## src/rtl/i2c_sensor_responder.sv

```systemverilog
// i2c_sensor_responder
//   I2C target that stands in for the on-board pressure/temperature sensor so
//   the I2C master can be exercised in a closed loop. SCL/SDA are synchronised
//   and glitch-filtered on CLK_48MHZ. Reads are served from a flat register
//   image that is snapshotted at address match. Bytes written after the
//   pointer byte are handed out as strobed bytes.
//
//   Optional build macro: I2C_RESP_STRETCH_EN
//     Defined: SCL is held low for STRETCH_CYC cycles after each read ACK bit.
//     Not defined: SCL_OE is tied low.
//
// Ports
//   CLK_48MHZ  system clock
//   RESET_N    asynchronous active-low reset
//   SCL_IN     SCL pin level (asynchronous)
//   SDA_IN     SDA pin level (asynchronous)
//   SDA_OE     1 = pull SDA low
//   SCL_OE     1 = pull SCL low (clock stretch)
//   REG_DATA   register image, byte k = REG_DATA[8k+7:8k]
//   WR_DATA    last data byte written by the master
//   WR_PTR     register index that WR_DATA targets
//   WR_STROBE  one-cycle pulse, WR_DATA/WR_PTR valid
//   BUSY       high from address match until STOP or master NACK
module i2c_sensor_responder #(
    parameter logic [6:0] SLAVE_ADDR  = 7'h77,
    parameter int         NUM_REGS    = 10,
    parameter int         FILTER_LEN  = 3,
    parameter int         STRETCH_CYC = 48
) (
    input  logic                    CLK_48MHZ,
    input  logic                    RESET_N,
    input  logic                    SCL_IN,
    input  logic                    SDA_IN,
    output logic                    SDA_OE,
    output logic                    SCL_OE,
    input  logic [8*NUM_REGS-1:0]   REG_DATA,
    output logic [7:0]              WR_DATA,
    output logic [7:0]              WR_PTR,
    output logic                    WR_STROBE,
    output logic                    BUSY
);

    typedef enum logic [3:0] {
        ST_IDLE, ST_ADDR, ST_ADDR_ACK, ST_PTR, ST_PTR_ACK,
        ST_WDATA, ST_WDATA_ACK, ST_RDATA, ST_RDATA_ACK, ST_WAIT_STOP
    } state_t;

    localparam int FCW = $clog2(FILTER_LEN + 1);

    // Index 1 = SCL, index 0 = SDA.
    logic [1:0]     sync1, sync2, filt, filt_q;
    logic [FCW-1:0] fcnt [2];

    // A level change is accepted only after FILTER_LEN consecutive samples
    // disagree with the current filtered level.
    always_ff @(posedge CLK_48MHZ or negedge RESET_N) begin
        if (!RESET_N) begin
            sync1  <= 2'b11;
            sync2  <= 2'b11;
            filt   <= 2'b11;
            filt_q <= 2'b11;
            for (int i = 0; i < 2; i++) fcnt[i] <= '0;
        end else begin
            sync1  <= {SCL_IN, SDA_IN};
            sync2  <= sync1;
            filt_q <= filt;
            for (int i = 0; i < 2; i++) begin
                if (sync2[i] != filt[i]) begin
                    if (fcnt[i] == FCW'(FILTER_LEN - 1)) begin
                        filt[i] <= sync2[i];
                        fcnt[i] <= '0;
                    end else begin
                        fcnt[i] <= fcnt[i] + FCW'(1);
                    end
                end else begin
                    fcnt[i] <= '0;
                end
            end
        end
    end

    logic scl_f, sda_f, scl_rise, scl_fall, start_c, stop_c;
    assign scl_f    = filt[1];
    assign sda_f    = filt[0];
    assign scl_rise =  scl_f & ~filt_q[1];
    assign scl_fall = ~scl_f &  filt_q[1];
    assign start_c  = scl_f & filt_q[1] &  filt_q[0] & ~sda_f;
    assign stop_c   = scl_f & filt_q[1] & ~filt_q[0] &  sda_f;

    state_t             state, state_n;
    logic [2:0]         bit_cnt;
    logic [6:0]         shreg;
    logic [6:0]         tx_sh;     // remaining read bits, next one at [6]
    logic [7:0]         ptr;
    logic               rw;
    logic [8*NUM_REGS-1:0] image;

    logic [7:0] byte_in, ptr_inc, cur_byte, nxt_byte;
    logic       last_bit, addr_hit, ack_done;

    function automatic logic [7:0] byte_at(input logic [7:0] p,
                                           input logic [8*NUM_REGS-1:0] img);
        byte_at = 8'hFF;   // out-of-range reads
        for (int k = 0; k < NUM_REGS; k++)
            if (p == 8'(k)) byte_at = img[8*k +: 8];
    endfunction

    assign byte_in  = {shreg, sda_f};
    assign last_bit = scl_rise && (bit_cnt == 3'd7);
    assign addr_hit = (byte_in[7:1] == SLAVE_ADDR);
    assign ptr_inc  = (ptr == 8'(NUM_REGS - 1)) ? 8'h00 : ptr + 8'h01;
    assign cur_byte = byte_at(ptr, image);
    assign nxt_byte = byte_at(ptr_inc, image);
    // ACK phases: first SCL fall turns SDA on, second fall ends the ACK bit.
    assign ack_done = scl_fall && SDA_OE;

    always_ff @(posedge CLK_48MHZ or negedge RESET_N) begin
        if (!RESET_N) state <= ST_IDLE;
        else          state <= state_n;
    end

    always_comb begin
        state_n = state;
        if (stop_c)       state_n = ST_IDLE;
        else if (start_c) state_n = ST_ADDR;
        else begin
            case (state)
                ST_ADDR:      if (last_bit) state_n = addr_hit ? ST_ADDR_ACK : ST_WAIT_STOP;
                ST_ADDR_ACK:  if (ack_done) state_n = rw ? ST_RDATA : ST_PTR;
                ST_PTR:       if (last_bit) state_n = ST_PTR_ACK;
                ST_PTR_ACK:   if (ack_done) state_n = ST_WDATA;
                ST_WDATA:     if (last_bit) state_n = ST_WDATA_ACK;
                ST_WDATA_ACK: if (ack_done) state_n = ST_WDATA;
                ST_RDATA:     if (scl_fall && bit_cnt == 3'd7) state_n = ST_RDATA_ACK;
                ST_RDATA_ACK: begin
                    if (scl_rise && sda_f) state_n = ST_WAIT_STOP;   // master NACK
                    else if (scl_fall)     state_n = ST_RDATA;
                end
                default: ;
            endcase
        end
    end

    always_ff @(posedge CLK_48MHZ or negedge RESET_N) begin
        if (!RESET_N) begin
            SDA_OE    <= 1'b0;
            WR_DATA   <= 8'h00;
            WR_PTR    <= 8'h00;
            WR_STROBE <= 1'b0;
            BUSY      <= 1'b0;
            bit_cnt   <= 3'd0;
            shreg     <= 7'd0;
            tx_sh     <= 7'd0;
            ptr       <= 8'h00;
            rw        <= 1'b0;
            image     <= '0;
        end else begin
            WR_STROBE <= 1'b0;
            if (start_c || stop_c) begin
                // Abort any byte in flight; the pointer is left untouched.
                bit_cnt <= 3'd0;
                SDA_OE  <= 1'b0;
                if (stop_c) BUSY <= 1'b0;
            end else begin
                case (state)
                    ST_ADDR, ST_PTR, ST_WDATA: if (scl_rise) begin
                        shreg   <= byte_in[6:0];
                        bit_cnt <= bit_cnt + 3'd1;
                        if (bit_cnt == 3'd7) begin
                            if (state == ST_ADDR) begin
                                BUSY <= addr_hit;
                                rw   <= byte_in[0];
                                // Frozen copy keeps a multi-byte read coherent.
                                if (addr_hit && byte_in[0]) image <= REG_DATA;
                            end else if (state == ST_PTR) begin
                                ptr <= byte_in;
                            end else begin
                                WR_DATA   <= byte_in;
                                WR_PTR    <= ptr;
                                WR_STROBE <= 1'b1;
                                ptr       <= ptr_inc;
                            end
                        end
                    end
                    ST_ADDR_ACK, ST_PTR_ACK, ST_WDATA_ACK: if (scl_fall) begin
                        if (!SDA_OE) begin
                            SDA_OE <= 1'b1;
                        end else if (state == ST_ADDR_ACK && rw) begin
                            SDA_OE <= ~cur_byte[7];
                            tx_sh  <= cur_byte[6:0];
                        end else begin
                            SDA_OE <= 1'b0;
                        end
                    end
                    ST_RDATA: if (scl_fall) begin
                        bit_cnt <= bit_cnt + 3'd1;
                        if (bit_cnt == 3'd7) begin
                            SDA_OE <= 1'b0;   // free SDA for the master's ACK
                        end else begin
                            SDA_OE <= ~tx_sh[6];
                            tx_sh  <= {tx_sh[5:0], 1'b0};
                        end
                    end
                    ST_RDATA_ACK: begin
                        if (scl_rise && sda_f) begin
                            BUSY <= 1'b0;
                        end else if (scl_fall) begin
                            ptr    <= ptr_inc;
                            SDA_OE <= ~nxt_byte[7];
                            tx_sh  <= nxt_byte[6:0];
                        end
                    end
                    default: ;
                endcase
            end
        end
    end

`ifdef I2C_RESP_STRETCH_EN
    localparam int SCW = $clog2(STRETCH_CYC + 1);
    logic [SCW-1:0] str_cnt;
    logic           stretch_go;

    // Stretch starts on the SCL fall that ends a read ACK bit; the first data
    // bit is put on SDA in the same cycle, so it is set up before release.
    assign stretch_go = scl_fall &&
        ((state == ST_ADDR_ACK && SDA_OE && rw) || state == ST_RDATA_ACK);

    always_ff @(posedge CLK_48MHZ or negedge RESET_N) begin
        if (!RESET_N) begin
            SCL_OE  <= 1'b0;
            str_cnt <= '0;
        end else if (stretch_go) begin
            SCL_OE  <= 1'b1;
            str_cnt <= SCW'(STRETCH_CYC - 1);
        end else if (SCL_OE) begin
            if (str_cnt == '0) SCL_OE <= 1'b0;
            else               str_cnt <= str_cnt - SCW'(1);
        end
    end
`else
    // No stretching; the comparison is constant false for any legal length.
    assign SCL_OE = (STRETCH_CYC < 0);
`endif

endmodule

```

## config.mk

```make
export PLATFORM = sky130hd
export DESIGN_NAME = i2c_sensor_responder
export DESIGN_NICKNAME = d
export VERILOG_FILES = /design/src/rtl/i2c_sensor_responder.sv
export SDC_FILE = /design/constraint.sdc
export NUM_CORES = 1
export LEC_CHECK = 0
export CORE_ASPECT_RATIO = 1.4
export CORE_MARGIN = 8
export CORE_UTILIZATION = 62
export CTS_BUF_LIST = sky130_fd_sc_hd__clkbuf_8
export DETAILED_ROUTE_END_ITERATION = 8
export PLACE_DENSITY = 0.88
export SYNTH_ARGS = -nofsm -noshare
export SYNTH_HDL_FRONTEND = slang
export SYNTH_SLANG_ARGS = --single-unit
```

## constraint.sdc

```tcl
create_clock -name CLK_48MHZ -period 4.6 [get_ports CLK_48MHZ]
set_input_delay 0.46 -clock CLK_48MHZ [delete_from_list [all_inputs] [get_ports CLK_48MHZ]]
set_output_delay 0.46 -clock CLK_48MHZ [all_outputs]
set_load 0.02 [all_outputs]
```

### Yosys cells after proc, flatten, opt, wreduce, memory -nomap -nowiden

Cells that the tools add are included.

| word-level totals | value |
|---|---|
| register bits after elaboration | 141 |

| operators by class | value |
|---|---|
| reduce and logical (&&, ||, !) cells | 30 |
| equality and inequality tests | 58 |
| $add $sub $neg | 4 |
| multiplexer cells | 79 |
| bitwise gates (word level) | 17 |

Operator list:

| operator | count |
|---|---|
| 8-bit 2-to-1 mux | 27 |
| 8-bit by 3-bit equality test with 1-bit output (second input constant) | 8 |
| 7-bit 2-to-1 mux | 7 |
| 4-bit 2-to-1 mux | 11 |
| 8-bit by 2-bit equality test with 1-bit output (second input constant) | 4 |
| 8-bit by 4-bit equality test with 1-bit output (second input constant) | 4 |
| 4-bit one-hot mux with 7 select lines | 1 |
| 3-bit != test (second input constant) | 8 |
| 2-bit != test (second input constant) | 11 |
| 7-bit one-hot mux with 3 select lines | 1 |
| 1-bit 2-to-1 mux | 20 |
| 4-bit != test (second input constant) | 5 |
| 6-bit AND reduction | 3 |
| 4-bit by 3-bit equality test with 1-bit output (second input constant) | 4 |
| 8-bit by 1-bit equality test with 1-bit output (second input constant) | 2 |
| 8-bit zero test | 2 |
| 8-bit one-hot mux with 2 select lines | 1 |
| 3-bit 2-to-1 mux | 4 |
| 1-bit inverter | 10 |
| 5-bit AND reduction | 2 |
| 9-bit AND reduction | 1 |
| 3-bit nonzero test | 3 |
| 9-bit nonzero test | 1 |
| 8-bit by 1-bit adder with 8-bit output (second input constant) | 1 |
| 26 further kinds | 47 |

### Logic depth before layout (Yosys ltp)

| depth | value |
|---|---|
| depth in word-level cells | 18 |
| mapped depth | 12 |
| depth with buffers taken out | 9 |

### Worst setup path before layout

OpenSTA, ideal clock, no wires.

| timing | value |
|---|---|
| path kind | reg2reg |
| start | reg ptr[0] |
| end | reg tx_sh[1] |
| path buffers | 2 |
| arrival time | 2.570 ns |
| cell stages (with the launch flop) | 12 |
| slack | 1.943 ns |
| cells stage by stage | dfrtp_1 -> buf_2 -> inv_1 -> ha_1 -> nand2b_1 -> buf_2 -> a2bb2oi_1 -> o22ai_1 -> nor2_1 -> a2111oi_0 -> or4_1 -> o211ai_1 |

| between the ends | value |
|---|---|
| word-level cells in the longest chain between the ends | 16 |
| elaborated cells on any way between the ends | 48 |

Ends and longest elaborated chain:

| element | line | text |
|---|---|---|
| start, declared | 94 | `logic [7:0] ptr;` |
| start signal, assigned | 176 | `ptr <= byte_in;` |
| start signal, assigned | 181 | `ptr <= ptr_inc;` |
| start signal, assigned | 208 | `ptr <= ptr_inc;` |
| 8-bit by 1-bit adder with 8-bit output / 8-bit by 4-bit equality test with 1-bit output (equally long branches) | 111, 105 |  |
| 8-bit 2-to-1 mux | 111 | `assign ptr_inc = (ptr == 8'(NUM_REGS - 1)) ? 8'h00 : ptr + 8'h01;` |
| 8-bit zero test | 105 | `if (p == 8'(k)) byte_at = img[8*k +: 8];` |
| 8-bit 2-to-1 mux (10 in a row) | 105 |  |
| 7-bit 2-to-1 mux | 207 | `end else if (scl_fall) begin` |
| 7-bit 2-to-1 mux | 205 | `if (scl_rise && sda_f) begin` |
| 7-bit one-hot mux with 3 select lines (*) | 165 | `case (state)` |
| end signal, assigned | 190 | `tx_sh <= cur_byte[6:0];` |
| end signal, assigned | 201 | `tx_sh <= {tx_sh[5:0], 1'b0};` |
| end signal, assigned | 210 | `tx_sh <= nxt_byte[6:0];` |
| end, declared | 93 | `logic [6:0] tx_sh;` |

Every way passes the cells marked *; elsewhere a longest branch is shown, timed or not. The select of a mux whose other input is x is not followed.
A chain may end at the register's enable or synchronous reset.

### Worst setup path after layout

Same ends and word-level chain as after synthesis.

==> run metrics <==
worst vdd ir=0.211 mV; layout cells sized above 1=a little under a fifth; Port-buffer cells=approximately 100; Final Max Tran Viols=0; Total Wirelength=around 26 mm; launching element type of the critical path=flop; placed cells=between 900 and 1000; area of the multi-input gates=between 4000 and 5000 um^2; die area=16600 um^2; CTS root buf=clkbuf_8; most common cell in the netlist=dfrtp_1; sw frac=38.1%; Clock Path Buffers=2; outcome=complete, no violations; cell-internal power=roughly 0.0022 W; Synth Warn #=0; clock slew at reported path FFs=around 90 ps; Pwr Density=slightly below 400 nW/um^2; Crit Path Category=reg2reg; Total Neg Setup Slack=0 ps; Worst-Margin Slew=roughly 1200 ps; post-route ant nets=0; final clock skew=11.6 ps; RSZ-0062 raised after global routing=no; Reg power frac=42.9%; Post-Layout Cell Count=approximately 1000; RePlAce Congestion=between 1 and 1.5; core area=approximately 13000 um^2; Die Span X=111 um; top post-synthesis cells by count=dfrtp_1, mux2_2, nand2_1, o21ai_0, nor2_1; #FFs+latches synth=between 100 and 150; Yosys top cell area share=between 40% and 50%; Worst EP required=4930 ps; CP endpoint kind=flop; fin nets=between 900 and 1000; Worst Reg-to-Reg Cells=8; Async SR Flop Fraction=between 90% and 100%; CTS tree=done; post-synthesis cell area=7890 um^2; clk_lat worst skew=~460 ps; Crit Path Max Fanout=25; clock sink total=approximately 140; combinational cell fraction of total power=30.5%; CTS HTree Levels=4; Clk pwr share=26.6%; Max Cap Viol=0; max_slew headroom=between 15 and 20%; # resized after CTS=0; Pwr Total=about 0.0036 W; WP data arrival=around 4100 ps; first-pass GRT wire length=roughly 41 mm; Synthesized Nets=875; I/O pin count=approximately 100; cts bufs inserted=17; Lkg Pwr=a little over 4 nW; Initial Util=between 60% and 70%; die height=approximately 150 um; post-synthesis sequential area ratio=between 40 and 50%; fillers=between 900 and 1000; WL/cell=between 20 and 30 um; residual DRC count=0; cell row count=just under 50; area added between synthesis and finish=18.0%; post-synthesis cell type count=between 80 and 90; GRT Util Overall=between 30% and 40%; most common flop cell mapped by yosys=dfrtp_1; via count=around 7200; Worst Hold Class=in2async; CTS Hold Bufs=0; gr ovfl total=0; Tcrit/Tclk final=between 80% and 90%; Post-Synthesis Cells=between 700 and 800; crit path time final=approximately 3700 ps; Via density=roughly 7; diode count=0; number of flops mapped to enable cells by yosys=0; synth top area cells=dfrtp_1, mux2_2, o21ai_0, nand2_1, dfstp_2; via count of the first global-routing pass=between 7000 and 8000; Max Fclk=0.268 GHz; Switch Pwr=~0.0014 W; largest net degree at the start of global routing=approximately 110; Post-CTS Setup Bufs=0; Final Hold Viols=0; DPL Wire Length=around 19 mm; DR iter-0 viols=868; initial antenna violation count=0; Util after Layout=between 70% and 80%; Register Area=3540 um^2; mean post-synth cell area=about 10 um^2; cell taking the most area after synthesis=dfrtp_1; DR pass1 iterations=7; Setup Viol. Count Final=0
-- per-layer routing --
layer	wire length, um	up-vias	global-route usage (%)
li1	-	3107	-
met1	9260	3484	35.9
met2	13100	495	52.1
met3	1990	125	6.58
met4	1610	0	19.8
met5	0	-	0
-- power groups by stage --
stage / combinational (W) / clock (W) / sequential (W)
after global routing: 0.00118 / 0.00102 / 0.00157
after detailed placement: 0.00105 / 0 / 0.00157
after floorplan: 0.000773 / 0 / 0.00146
after global placement: 0.00102 / 0 / 0.00155
after CTS: 0.00106 / 0.000968 / 0.00154
final: 0.00110 / 0.000962 / 0.00155
-- through the flow --
stage / hold WS (ps) / cell area [um^2] / setup slack (ps)
2_1_floorplan: 164 / 7890 / 1940
3_3_place_gp: 346 / 8950 / 1250
3_5_place_dp: 350 / 8950 / 1070
4_1_cts: 164 / 9310 / 1030
5_1_grt: 197 / 9310 / 608
6_report: 134 / 9310 / 869
-- worst max-delay path, stage by stage (launching register included) --
cell and delay, ps:
dfrtp_1 630, ha_1 800, and4_1 400, a21oi_1 110, o2bb2ai_1 450, o21ai_1 420
a2111oi_0 510, or4_1 190, o211ai_1 90
-- layout by cell type, fill, tap and decap left out, types with 6 or more instances in the layout --
| cell | count |
|---|---|
| dfrtp_1 | 133 |
| clkdlybuf4s50_1 | 101 |
| mux2_2 | 98 |
| nand2_1 | 66 |
| o21ai_0 | 62 |
| nor2_1 | 42 |
| a21oi_1 | 37 |
| o22ai_1 | 25 |
| nand3_1 | 21 |
| nor3_1 | 20 |
| clkbuf_8 | 17 |
| inv_1 | 15 |
| nor2b_1 | 13 |
| o221ai_1 | 10 |
| a2bb2oi_1 | 10 |
| a22oi_1 | 9 |
| o211ai_1 | 8 |
| dfstp_2 | 8 |
| nor3b_1 | 7 |
| or3_1 | 7 |
| nand2b_1 | 7 |
| buf_4 | 7 |
| a32oi_1 | 6 |
| a31oi_1 | 6 |
| a211oi_1 | 6 |
| a22o_1 | 6 |
| ha_1 | 6 |
| inv_6 | 6 |
-- sequential cells by signal, summed over array words and instances (netlist names) --
name and count:
sync2 2, image 80, ptr 8, bit_cnt 3, filt 2, SDA_OE 1
BUSY 1, sync1 2, rw 1, fcnt 4, shreg 7, tx_sh 7
WR_PTR 8, state 4, WR_STROBE 1, filt_q 2, WR_DATA 8
-- final cells by class --
class,instances,share of cell area [%]
multi-input combinational,577,43.7
sequential,141,38.0
timing repair buffer,110,11.8
clock buffer,17,2.51
tap,153,2.06
clock inverter,15,1.38
inverter,14,0.564
-- final timing paths --
check / start / to / slack (ps)
setup / recovery: ptr[0]$_DFFE_PN0P_ / tx_sh[1]$_DFFE_PN0P_ / 870
hold / removal: RESET_N / WR_DATA[3]$_DFFE_PN0P_ / 130
setup reg to reg: ptr[0]$_DFFE_PN0P_ / tx_sh[1]$_DFFE_PN0P_ / 870
hold reg to reg: sync1[1]$_DFF_PN1_ / sync2[1]$_DFF_PN1_ / 360
max in group asynchronous: RESET_N / filt[1]$_DFFE_PN1P_ / 3450
min in group CLK_48MHZ: sync1[1]$_DFF_PN1_ / sync2[1]$_DFF_PN1_ / 360
-- kinds of logic after synthesis --
kind of cell,after synthesis,synth area share (%)
other cells,1,0.0475
flops,141,44.8
simple gates,223,14.5
fa+ha+maj,6,0.951
buf+inv,67,3.65
mux,101,14.4
xor+xnor,7,0.777
compound gates,239,20.8
Note: power is estimated with default switching activity, not from simulation.
